--- src/rtl/ge_sched_pkg.sv ---
// Shared types and defaults for the frame maximum scheduler.
package ge_sched_pkg;

  typedef enum logic [1:0] {
    ST_LOAD    = 2'd0,
    ST_COMPARE = 2'd1,
    ST_DONE    = 2'd2
  } state_t;

  localparam int DEF_WIDTH = 4;
  localparam int DEF_DEPTH = 4;

endpackage

--- src/rtl/ge_max_scheduler_gecell.sv ---
// Unsigned greater-or-equal comparator cell; the only magnitude compare in the scheduler.
module GeCell #(
  parameter int WIDTH = 4
) (
  input  logic [WIDTH-1:0] a,
  input  logic [WIDTH-1:0] b,
  output logic             out
);

  assign out = (a >= b);

endmodule

--- src/rtl/ge_max_scheduler.sv ---
// Buffers a frame of DEPTH words, then walks it through one shared GeCell to find
// the maximum and its earliest index, returned over a valid/ready output.
//
// state      | meaning
// LOAD       | accepting frame words into the buffer
// COMPARE    | one buffer entry per cycle against the running maximum
// DONE       | result held on the output until the consumer takes it
module ge_max_scheduler
  import ge_sched_pkg::*;
#(
  parameter  int WIDTH = DEF_WIDTH,
  parameter  int DEPTH = DEF_DEPTH,
  localparam int IDXW  = $clog2(DEPTH)
) (
  input  logic            clk,
  input  logic            rst_n,
  input  logic            in_valid,
  output logic            in_ready,
  input  logic [WIDTH-1:0] in_data,
  output logic            out_valid,
  input  logic            out_ready,
  output logic [WIDTH-1:0] out_max,
  output logic [IDXW-1:0] out_idx,
  output logic            busy
);

  localparam logic [IDXW:0] LAST = (IDXW+1)'(DEPTH-1);
  localparam logic [IDXW:0] ONE  = (IDXW+1)'(1);

  state_t           r_state;
  state_t           w_next_state;
  logic [WIDTH-1:0] r_buf [DEPTH];
  logic [IDXW:0]    r_wr_ptr;
  logic [IDXW:0]    r_cmp_ptr;
  logic [WIDTH-1:0] r_max;
  logic [IDXW-1:0]  r_idx;
  logic [WIDTH-1:0] w_cmp_b;
  logic             w_ge;
  logic             w_accept;

  assign w_cmp_b  = r_buf[r_cmp_ptr[IDXW-1:0]];
  assign w_accept = in_valid & in_ready;

  GeCell #(.WIDTH(WIDTH)) u_ge (
    .a   (r_max),
    .b   (w_cmp_b),
    .out (w_ge)
  );

  always_ff @(posedge clk or negedge rst_n) begin
    if (!rst_n) r_state <= ST_LOAD;
    else        r_state <= w_next_state;
  end

  always_comb begin
    w_next_state = r_state;
    case (r_state)
      ST_LOAD:    if (w_accept && (r_wr_ptr == LAST)) w_next_state = ST_COMPARE;
      ST_COMPARE: if (r_cmp_ptr == LAST)              w_next_state = ST_DONE;
      ST_DONE:    if (out_ready)                      w_next_state = ST_LOAD;
      default:                                        w_next_state = ST_LOAD;
    endcase
  end

  always_comb begin
    in_ready  = 1'b0;
    out_valid = 1'b0;
    busy      = 1'b0;
    case (r_state)
      ST_LOAD:    in_ready  = 1'b1;
      ST_COMPARE: busy      = 1'b1;
      ST_DONE:    out_valid = 1'b1;
      default:    ;
    endcase
  end

  assign out_max = r_max;
  assign out_idx = r_idx;

  always_ff @(posedge clk or negedge rst_n) begin
    if (!rst_n) begin
      for (int i = 0; i < DEPTH; i++) r_buf[i] <= '0;
      r_wr_ptr  <= '0;
      r_cmp_ptr <= '0;
      r_max     <= '0;
      r_idx     <= '0;
    end else begin
      case (r_state)
        ST_LOAD: begin
          if (w_accept) begin
            r_buf[r_wr_ptr[IDXW-1:0]] <= in_data;
            r_wr_ptr                  <= r_wr_ptr + ONE;
            // Word 0 seeds the running maximum once the frame is complete.
            if (r_wr_ptr == LAST) begin
              r_max     <= r_buf[0];
              r_idx     <= '0;
              r_cmp_ptr <= ONE;
            end
          end
        end
        ST_COMPARE: begin
          // Replace only on strictly greater so the earliest index wins ties.
          if (!w_ge) begin
            r_max <= w_cmp_b;
            r_idx <= r_cmp_ptr[IDXW-1:0];
          end
          r_cmp_ptr <= r_cmp_ptr + ONE;
        end
        ST_DONE: begin
          if (out_ready) r_wr_ptr <= '0;
        end
        default: r_wr_ptr <= '0;
      endcase
    end
  end

endmodule

--- config.mk ---
export PLATFORM = sky130hd
export DESIGN_NAME = ge_max_scheduler
export DESIGN_NICKNAME = d
export VERILOG_FILES = /design/src/rtl/ge_sched_pkg.sv /design/src/rtl/ge_max_scheduler_gecell.sv /design/src/rtl/ge_max_scheduler.sv
export SDC_FILE = /design/constraint.sdc
export NUM_CORES = 1
export LEC_CHECK = 0
export ABC_AREA = 1
export CELL_PAD_IN_SITES_DETAIL_PLACEMENT = 1
export CELL_PAD_IN_SITES_GLOBAL_PLACEMENT = 1
export CORE_MARGIN = 2
export CORE_UTILIZATION = 30
export CTS_BUF_LIST = sky130_fd_sc_hd__clkbuf_4 sky130_fd_sc_hd__clkbuf_8 sky130_fd_sc_hd__clkbuf_16
export DETAILED_ROUTE_END_ITERATION = 6
export GPL_TIMING_DRIVEN = 0
export PLACE_DENSITY = 0.68
export SLEW_MARGIN = 30
export SYNTH_ARGS = -nofsm -noshare
export SYNTH_HDL_FRONTEND = slang
export SYNTH_HIERARCHICAL = 1
export SYNTH_SLANG_ARGS = --single-unit
--- constraint.sdc ---
create_clock -name clk -period 5.5 [get_ports clk]
set_clock_uncertainty 0.2 [all_clocks]
set_input_delay 1.375 -clock clk [delete_from_list [all_inputs] [get_ports clk]]
set_output_delay 1.375 -clock clk [all_outputs]
set_load 0.03 [all_outputs]
==> results.yml, run 1 <==
place:
  placed_cell_area_mm2: 0.00185
  io_buffers: 16
  place_congestion: 0.703
  dpl.hpwl_mm: 2.72
  place_inst: 289
  pre_cts_ws_ns: 2.30
run:
  drv_cap: 0
sta:
  slew_headroom: 0.714
  slew_violations: 0
  worstMarginPinSlew_ns: 0.429
  hold_viol: 0
  min_period_over_period: 0.636
  whs_ns: 0.285
  setup_tns_ns: 0
  rsz0062_at_grt: "no"
  setup_slack_ns: 2.00
  max_freq_ghz: 0.286
  min_period_ns: 3.50
  finalSetupViolCount: 0
routing:
  antenna_left: 0
  routedWlPerCell_um: 12.0
  drt_pre_antenna_iters: 4
  drt_wl_total_mm: 3.54
  drc: 0
  via_count: 1301
  vias_per_cell: 4.40
  drt_iter0_markers: 49
layout:
  fin_nets: 245
  fillCellCount: 642
  instances_no_fill: 296
  postLayoutCellArea_mm2: 0.00193
  seq_area_um2: 751
  utilization: 0.378
  drive_above_1_share: 0.0796
  areaGrowthSynthToFinish_pct: 22.4
  multi_input_area_um2: 706
  num_antenna_cells: 0
setup_path:
  slowest_delay_ns: 0.68
  crit_path_end_kind: "output port"
  startpoint_type: "flip-flop"
  arrival_ns: 1.92
  reg2reg_from: "r_cmp_ptr[0]"
  crit_slowest_cell: "clkdlybuf4s50_1"
  path_max_fanout: 10
  worstPathRequired_ns: 3.92
  path_cells: "inv_2 > nor2_4 > buf_4 > clkdlybuf4s50_1"
  worstSetupPathType: "reg2out"
  worstSetupStartpoint: "r_state[0]"
power:
  p_int_mw: 0.651
  p_total_mw: 1.17
  switching_share: 0.446
  p_sw_mw: 0.524
  p_per_area_mw_per_mm2: 608
  power.leakage_nw: 0.979
  clockPowerShare: 0.150
  max-vdd-ir-drop_uv: 138
  comb_power_share: 0.512
  seqPwrFrac: 0.337
logic_synthesis:
  synth_area_leaders: "dfrtp_1 (48%), nand2_1 (19%), ha_1 (8.7%)"
  yosys_warnings: 6
  synth_most_common_cell: "nand2_1"
  synth_ff_type: "dfrtp_1"
  synth_top_area_frac: 0.476
  async_reset_ff_frac: 1.00
  ys_types: 19
  ys_seq_elements: 30
  synth_cells: 202
  synth_nets: 221
  synth_largest_area_cell: "dfrtp_1"
  synthTopCellsByCount: "nand2_1 (81), dfrtp_1 (30), inv_1 (24), o21ai_0 (19), ha_1 (11)"
  syn_area_mm2: 0.00158
  ys_seq_area_frac: 0.476
  synth_area_per_cell_um2: 7.81
  synth_edf_count: 0
clock_tree:
  cts-root-buf: "clkbuf_8"
  path_clk_slew_ns: 0.06
  clock-sinks: 30
  post_cts_buffers: 0
  cts.hold.buffers_added: 0
  numCtsBuffers: 5
  cts.repair.resized: 0
  tritoncts: "built"
  htree_levels: 2
  cts_buffer_depth: 2
  clk_latency_ns: 0.28
floorplanning:
  start_util: 0.309
  design.die.area_mm2: 0.00586
  io_pins: 17
  die_h_um: 76.5
  core_area_mm2: 0.00511
  rows: 26
  die_x_um: 76.5
global_routing:
  met1_usage: 0.167
  grt_use_total: 0.137
  met3_usage: 0.0415
  grt_max_degree: 17
  grt_pass1_vias: 1366
  antenna_found_initial: 0
  overflow: 0
  use_met2: 0.226
  grt_first_pass_wirelength_mm: 6.28
  grt_busiest_layer: "met2"
worst_hold_path:
  hp-start: "r_wr_ptr[2]"
  hold_path.class: "reg2reg"
run_status:
  outcome: "complete, no violations"
[per-layer routing]
metal | vias to the layer above | share of wire
met4 | 0 | 0.014
met3 | 4 | 0.031
met1 | 606 | 0.47
met2 | 17 | 0.48
li1 | 674 | -
met5 | - | 0
[cell usage in the layout, fill, tap and decap left out]
cell,count
dfrtp_1,30
a21oi_1,3
o21ai_1,4
nor2_1,8
buf_16,1
buf_2,2
clkbuf_4,2
ha_1,11
clkbuf_8,5
nand2_1,81
clkinv_1,2
nand3_1,9
nor3_4,1
nor2_2,2
nor2_4,1
inv_1,24
buf_4,2
nand4_1,1
o22ai_1,1
nand2_2,1
clkdlybuf4s50_1,15
o21ai_0,19
inv_2,1
[worst paths after layout]
kind                               endpoint  slack [ns]  depth (start not counted)
worst min register to register  r_wr_ptr[2]        0.28                          2
min in group asynchronous        out_idx[0]        0.83                          1
worst max-delay path                   busy        2.00                          4
worst max register to register   out_max[2]        2.83                         18
worst min-delay path            r_wr_ptr[2]        0.28                          2
max in group asynchronous          r_buf[9]        3.85                          2
[registers in the layout, summed over array words and instances (netlist names)]
signal / flops
out_idx: 2
r_wr_ptr: 3
out_max: 4
r_buf: 16
r_state: 2
r_cmp_ptr: 3
[critical path: cells and delay by family, from the launching register on]
kind	cells	cell delay, ns
buf+inv	3	0.96
flops	1	0.52
simple gates	1	0.15
[cell families (layout without fill, tap and decap cells)]
kind of cell / Yosys count / after routing / share of synthesized area
compound gates: 27 / 27 / 0.0864
fa+ha+maj: 11 / 11 / 0.0872
buf+inv: 30 / 54 / 0.0769
flops: 30 / 30 / 0.476
simple gates: 104 / 104 / 0.274
[power groups by stage]
stage	combinational, mW	clock, mW	sequential, mW
6_report	0.602	0.176	0.396
5_1_grt	0.702	0.190	0.413
4_1_cts	0.618	0.183	0.399
3_5_place_dp	0.614	0	0.402
3_3_place_gp	0.596	0	0.399
2_1_floorplan	0.402	0	0.420
[layout make-up]
| class | instances | share of cell area |
|---|---|---|
| inverters | 27 | 0.0525 |
| plain buffers | 3 | 0.0104 |
| repair buffers | 17 | 0.0946 |
| flip-flops and latches | 30 | 0.389 |
| clock buffers | 7 | 0.0434 |
| well taps | 70 | 0.0453 |
| multi-input cells | 142 | 0.365 |
Note: power is estimated with default switching activity, not from simulation.
==> run 2, diff against run 1 <==
--- a/config.mk
+++ b/config.mk
@@ -13,7 +13,7 @@
 export CTS_BUF_LIST = sky130_fd_sc_hd__clkbuf_4 sky130_fd_sc_hd__clkbuf_8 sky130_fd_sc_hd__clkbuf_16
 export DETAILED_ROUTE_END_ITERATION = 6
 export GPL_TIMING_DRIVEN = 0
-export PLACE_DENSITY = 0.68
+export PLACE_DENSITY = 0.71
 export SLEW_MARGIN = 30
 export SYNTH_ARGS = -nofsm -noshare
 export SYNTH_HDL_FRONTEND = slang
==> constraint.sdc (replaced) <==
create_clock -name clk -period 3.15 [get_ports clk]
set_clock_uncertainty 0.2 [all_clocks]
set_input_delay 0.7875 -clock clk [delete_from_list [all_inputs] [get_ports clk]]
set_output_delay 0.7875 -clock clk [all_outputs]
set_load 0.03 [all_outputs]
==> run 2 against run 1 <==
  * Flip-flop and latch count unchanged
  * Via count rose by 0.23%
  * Global-route usage down 0.22 points
  * Die area unchanged
  * Final cell count unchanged
  * Non-clock buffer count did not move
  * Core utilization is the same
  * Worst hold slack got worse by 0.056 ns
  * Sequential power rose by 76%
  * Critical path type unchanged
  * Largest cell class unchanged
  * Largest power group unchanged
==> results.yml, run 2 (synthesis gave the netlist of run 1 again) <==
run_status:
  outcome: "complete, no violations"
setup_path:
  arrival_ns: 1.91
  path_buf_inv: 3
  path_delay_family: "buffers and inverters"
  worstPathRequired_ns: 2.16
  r2r_end: "out_max[2]"
  slowest_delay_ns: 0.68
  crit_slowest_cell: "clkdlybuf4s50_1"
  reg2reg_slack_ns: 0.50
  path_cells: "inv_2 > nor2_4 > buf_4 > clkdlybuf4s50_1"
  r2r_cells: 18
  reg2reg_from: "r_cmp_ptr[0]"
  worstSetupPathType: "reg2out"
  crit_path_end_kind: "output port"
  startpoint_type: "flip-flop"
  path_max_fanout: 10
place:
  dpl.hpwl_mm: 2.69
  io_buffers: 16
  place_congestion: 0.708
floorplanning:
  io_pins: 17
  start_util: 0.309
  design.die.area_mm2: 0.00586
  core_area_mm2: 0.00511
  die_x_um: 76.5
  die_h_um: 76.5
  rows: 26
run:
  drv_cap: 0
clock_tree:
  clock-sinks: 30
  tritoncts: "built"
  numCtsBuffers: 5
  cts-root-buf: "clkbuf_8"
  post_cts_buffers: 0
  path_clk_slew_ns: 0.06
  clk_latency_ns: 0.28
  htree_levels: 2
  cts_buffer_depth: 2
  cts.repair.resized: 0
  cts.hold.buffers_added: 0
power:
  power.leakage_nw: 0.979
  max-vdd-ir-drop_uv: 288
  p_per_area_mw_per_mm2: 1060
  p_total_mw: 2.05
layout:
  mostFrequentLayoutCells: "nand2_1 (81), dfrtp_1 (30), inv_1 (24)"
  largest_reg_flops: 16
  drive_above_1_share: 0.0796
  mostFrequentLayoutCell: "nand2_1"
  num_antenna_cells: 0
  fin_nets: 245
  seq_area_um2: 751
  fillCellCount: 651
  multi_input_area_um2: 706
  largest-register: "r_buf"
  areaGrowthSynthToFinish_pct: 22.4
sta:
  finalSetupViolCount: 0
  worstMarginPinSlew_ns: 0.414
  slew_violations: 0
  max_freq_ghz: 0.345
  hold_viol: 0
  min_period_ns: 2.90
  slew_headroom: 0.724
  rsz0062_at_grt: "no"
  min_period_over_period: 0.921
  setup_tns_ns: 0
  whs_ns: 0.229
routing:
  routedWlPerCell_um: 11.5
  drt_pre_antenna_iters: 4
  antenna_left: 0
  drc: 0
  via_count: 1304
  drt_iter0_markers: 39
  drt_wl_total_mm: 3.40
  vias_per_cell: 4.41
global_routing:
  grt_pass1_vias: 1369
  grt_first_pass_wirelength_mm: 6.22
  grt_max_degree: 17
  overflow: 0
  grt_use_total: 0.135
  antenna_found_initial: 0
worst_hold_path:
  hold_path.class: "in2async"
==> run 2: area by class of cell <==
class,count,area share
plain buffers,3,0.0104
clock buffers,7,0.0434
inverters,27,0.0525
multi-input cells,142,0.365
flip-flops and latches,30,0.389
well taps,70,0.0453
repair buffers,17,0.0946
==> run 2: report_power, final <==
part	total [mW]	switching [mW]	leakage [nW]	internal (mW)
Clock	0.307	0.138	0.0452	0.169
Combinational	1.04	0.636	0.553	0.409
Sequential	0.696	0.138	0.380	0.558
==> run 2: worst max path at each step <==
stage                       from    endpoint  cells past startpoint
finish                r_state[0]        busy                      4
global route          r_state[0]        busy                      4
CTS                   r_state[0]        busy                      4
detailed placement  r_cmp_ptr[0]  out_max[2]                     18
global placement           rst_n  out_max[1]                      1
floorplan           r_cmp_ptr[0]  out_max[1]                     18
==> run 2: metrics by stage <==
stage	instances	utilization	worst slack (ns)	area [um^2]
floorplan	202	-	0.915	1580
global placement	288	0.357	0.496	1830
detailed placement	289	0.362	0.471	1850
CTS	296	0.378	0.224	1930
global route	296	0.378	0.142	1930
finish	296	0.378	0.250	1930
==> run 2: routing by layer <==
metal	global-route usage	share of wire	routed length, um
met4	0.0491	0.017	58
met5	0	0	0
met2	0.223	0.46	1560
met1	0.166	0.50	1690
met3	0.0427	0.027	93
==> run 3, diff against run 2 <==
--- a/config.mk
+++ b/config.mk
@@ -10,10 +10,12 @@
 export CELL_PAD_IN_SITES_GLOBAL_PLACEMENT = 1
 export CORE_MARGIN = 2
 export CORE_UTILIZATION = 30
-export CTS_BUF_LIST = sky130_fd_sc_hd__clkbuf_4 sky130_fd_sc_hd__clkbuf_8 sky130_fd_sc_hd__clkbuf_16
+export CTS_BUF_LIST = sky130_fd_sc_hd__clkbuf_8
 export DETAILED_ROUTE_END_ITERATION = 6
+export DONT_BUFFER_PORTS = 1
+export GPL_ROUTABILITY_DRIVEN = 0
 export GPL_TIMING_DRIVEN = 0
-export PLACE_DENSITY = 0.71
+export PLACE_DENSITY = 0.65
 export SLEW_MARGIN = 30
 export SYNTH_ARGS = -nofsm -noshare
 export SYNTH_HDL_FRONTEND = slang
==> run 3 against run 2 <==
  * Wire length rose by 6.6%
  * First-iteration DRC count rose by 87%
  * Sequential power rose by 10%
  * Setup slack improved by 0.25 ns
  * Die area did not move
  * Via count fell by 4.4%
  * Clock power rose by 6%
  * Combinational power fell by 15%
  * Sequential share of layout area rose by 3.4 points
  * Critical path type is now reg2reg
  * Largest cell class unchanged
  * Largest power group unchanged
==> results.yml, run 3 (synthesis gave the netlist of run 1 again) <==
run_status:
  outcome: "complete, no violations"
setup_path:
  crit_slowest_cell: "dfrtp_1"
  crit_top_cell: "nand2_1"
  crit_path_end_kind: "flip-flop"
  path_max_fanout: 10
  worstPathRequired_ns: 3.18
  worstSetupPathType: "reg2reg"
  path_cells: "buf_2 > clkinv_1 > nand2_1 > nand3_1 > nand2_1 > inv_1 > inv_1 > ha_1 > nand2_1 > clkinv_1 > nand2_1 > nand3_1 > a21oi_1 > nand2_1 > buf_4 > nor2_1 > nand2_1 > nand2_1"
  path_delay_family: "simple AND/OR/NAND/NOR gates"
  arrival_ns: 2.68
  slowest_delay_ns: 0.35
  path_buf_inv: 6
  startpoint_type: "flip-flop"
global_routing:
  grt_use_total: 0.143
  grt_first_pass_wirelength_mm: 6.58
  grt_max_degree: 31
  grt_pass1_vias: 1356
  overflow: 0
  antenna_found_initial: 0
layout:
  multi_input_area_um2: 706
  drive_above_1_share: 0.0806
  fin_nets: 229
  mostFrequentLayoutCell: "nand2_1"
  largest_reg_flops: 16
  mostFrequentLayoutCells: "nand2_1 (81), dfrtp_1 (30), inv_1 (25)"
  areaGrowthSynthToFinish_pct: 12.6
  largest-register: "r_buf"
  fillCellCount: 640
  num_antenna_cells: 0
  seq_area_um2: 751
sta:
  slew_headroom: 0.699
  whs_ns: 0.126
  hold_viol: 0
  min_period_over_period: 0.841
  finalSetupViolCount: 0
  min_period_ns: 2.65
  worstMarginPinSlew_ns: 0.451
  rsz0062_at_grt: "no"
  setup_tns_ns: 0
  slew_violations: 0
  max_freq_ghz: 0.377
clock_tree:
  htree_levels: 2
  numCtsBuffers: 5
  cts-root-buf: "clkbuf_8"
  path_clk_slew_ns: 0.07
  tritoncts: "built"
  clk_latency_ns: 0.29
  cts_buffer_depth: 2
  cts.repair.resized: 0
  clock-sinks: 30
power:
  max-vdd-ir-drop_uv: 282
  power.leakage_nw: 0.922
  p_per_area_mw_per_mm2: 1110
place:
  dpl.hpwl_mm: 2.61
  io_buffers: 0
routing:
  antenna_left: 0
  vias_per_cell: 4.43
  drc: 0
  drt_wl_total_mm: 3.63
  drt_pre_antenna_iters: 4
  via_count: 1246
  routedWlPerCell_um: 12.9
  drt_iter0_markers: 73
floorplanning:
  die_h_um: 76.5
  rows: 26
  io_pins: 17
  die_x_um: 76.5
  core_area_mm2: 0.00511
  design.die.area_mm2: 0.00586
  start_util: 0.309
run:
  drv_cap: 0
worst_hold_path:
  hold_path.class: "in2async"
==> run 3: final cells by class <==
cell class | count | area share
well taps | 70 | 0.0493
clock inverters | 2 | 0.00493
plain buffers | 3 | 0.0113
multi-input cells | 142 | 0.397
inverters | 27 | 0.0570
repair buffers | 1 | 0.0113
clock buffers | 6 | 0.0465
flip-flops and latches | 30 | 0.423
==> run 3: power by group <==
| group | internal, mW | switching, mW |
|---|---|---|
| Sequential | 0.557 | 0.211 |
| Combinational | 0.323 | 0.558 |
| Clock | 0.173 | 0.151 |
==> run 3: stage by stage <==
step	power, mW	util	setup slack [ns]	instance area, um^2	std cells
after floorplan	1.44	-	0.915	1580	202
after detailed placement	1.66	0.326	0.457	1670	272
after global placement	1.64	0.326	0.443	1670	272
after global routing	2.22	0.348	0.0384	1780	281
final	1.97	0.348	0.500	1780	281
after CTS	2.01	0.348	0.443	1780	281
==> run 3: what timing repair did <==
action / 4_1_cts / 5_1_grt
buffers inserted: 0 / 0
hold buffers: 1 / 0
endpoints found under the hold margin: 30 / 0
==> run 3: path summary, 6_finish.rpt <==
path / start / cells past startpoint / slack [ns] / to
min in group clk: r_buf[11] / 2 / 0.29 / r_buf[11]
setup / recovery: r_cmp_ptr[0] / 18 / 0.50 / out_max[1]
hold / removal: rst_n / 1 / 0.13 / r_buf[15]
hold reg to reg: r_buf[11] / 2 / 0.29 / r_buf[11]
setup reg to reg: r_cmp_ptr[0] / 18 / 0.50 / out_max[1]
max in group asynchronous: rst_n / 1 / 2.46 / r_cmp_ptr[2]
==> run 3: layer usage <==
layer / up-vias / GRT usage / part of all wire
met2: 17 / 0.228 / 0.45
met3: 5 / 0.0415 / 0.034
met4: 0 / 0.0545 / 0.011
met1: 579 / 0.184 / 0.50
li1: 645 / - / -
met5: - / 0 / 0
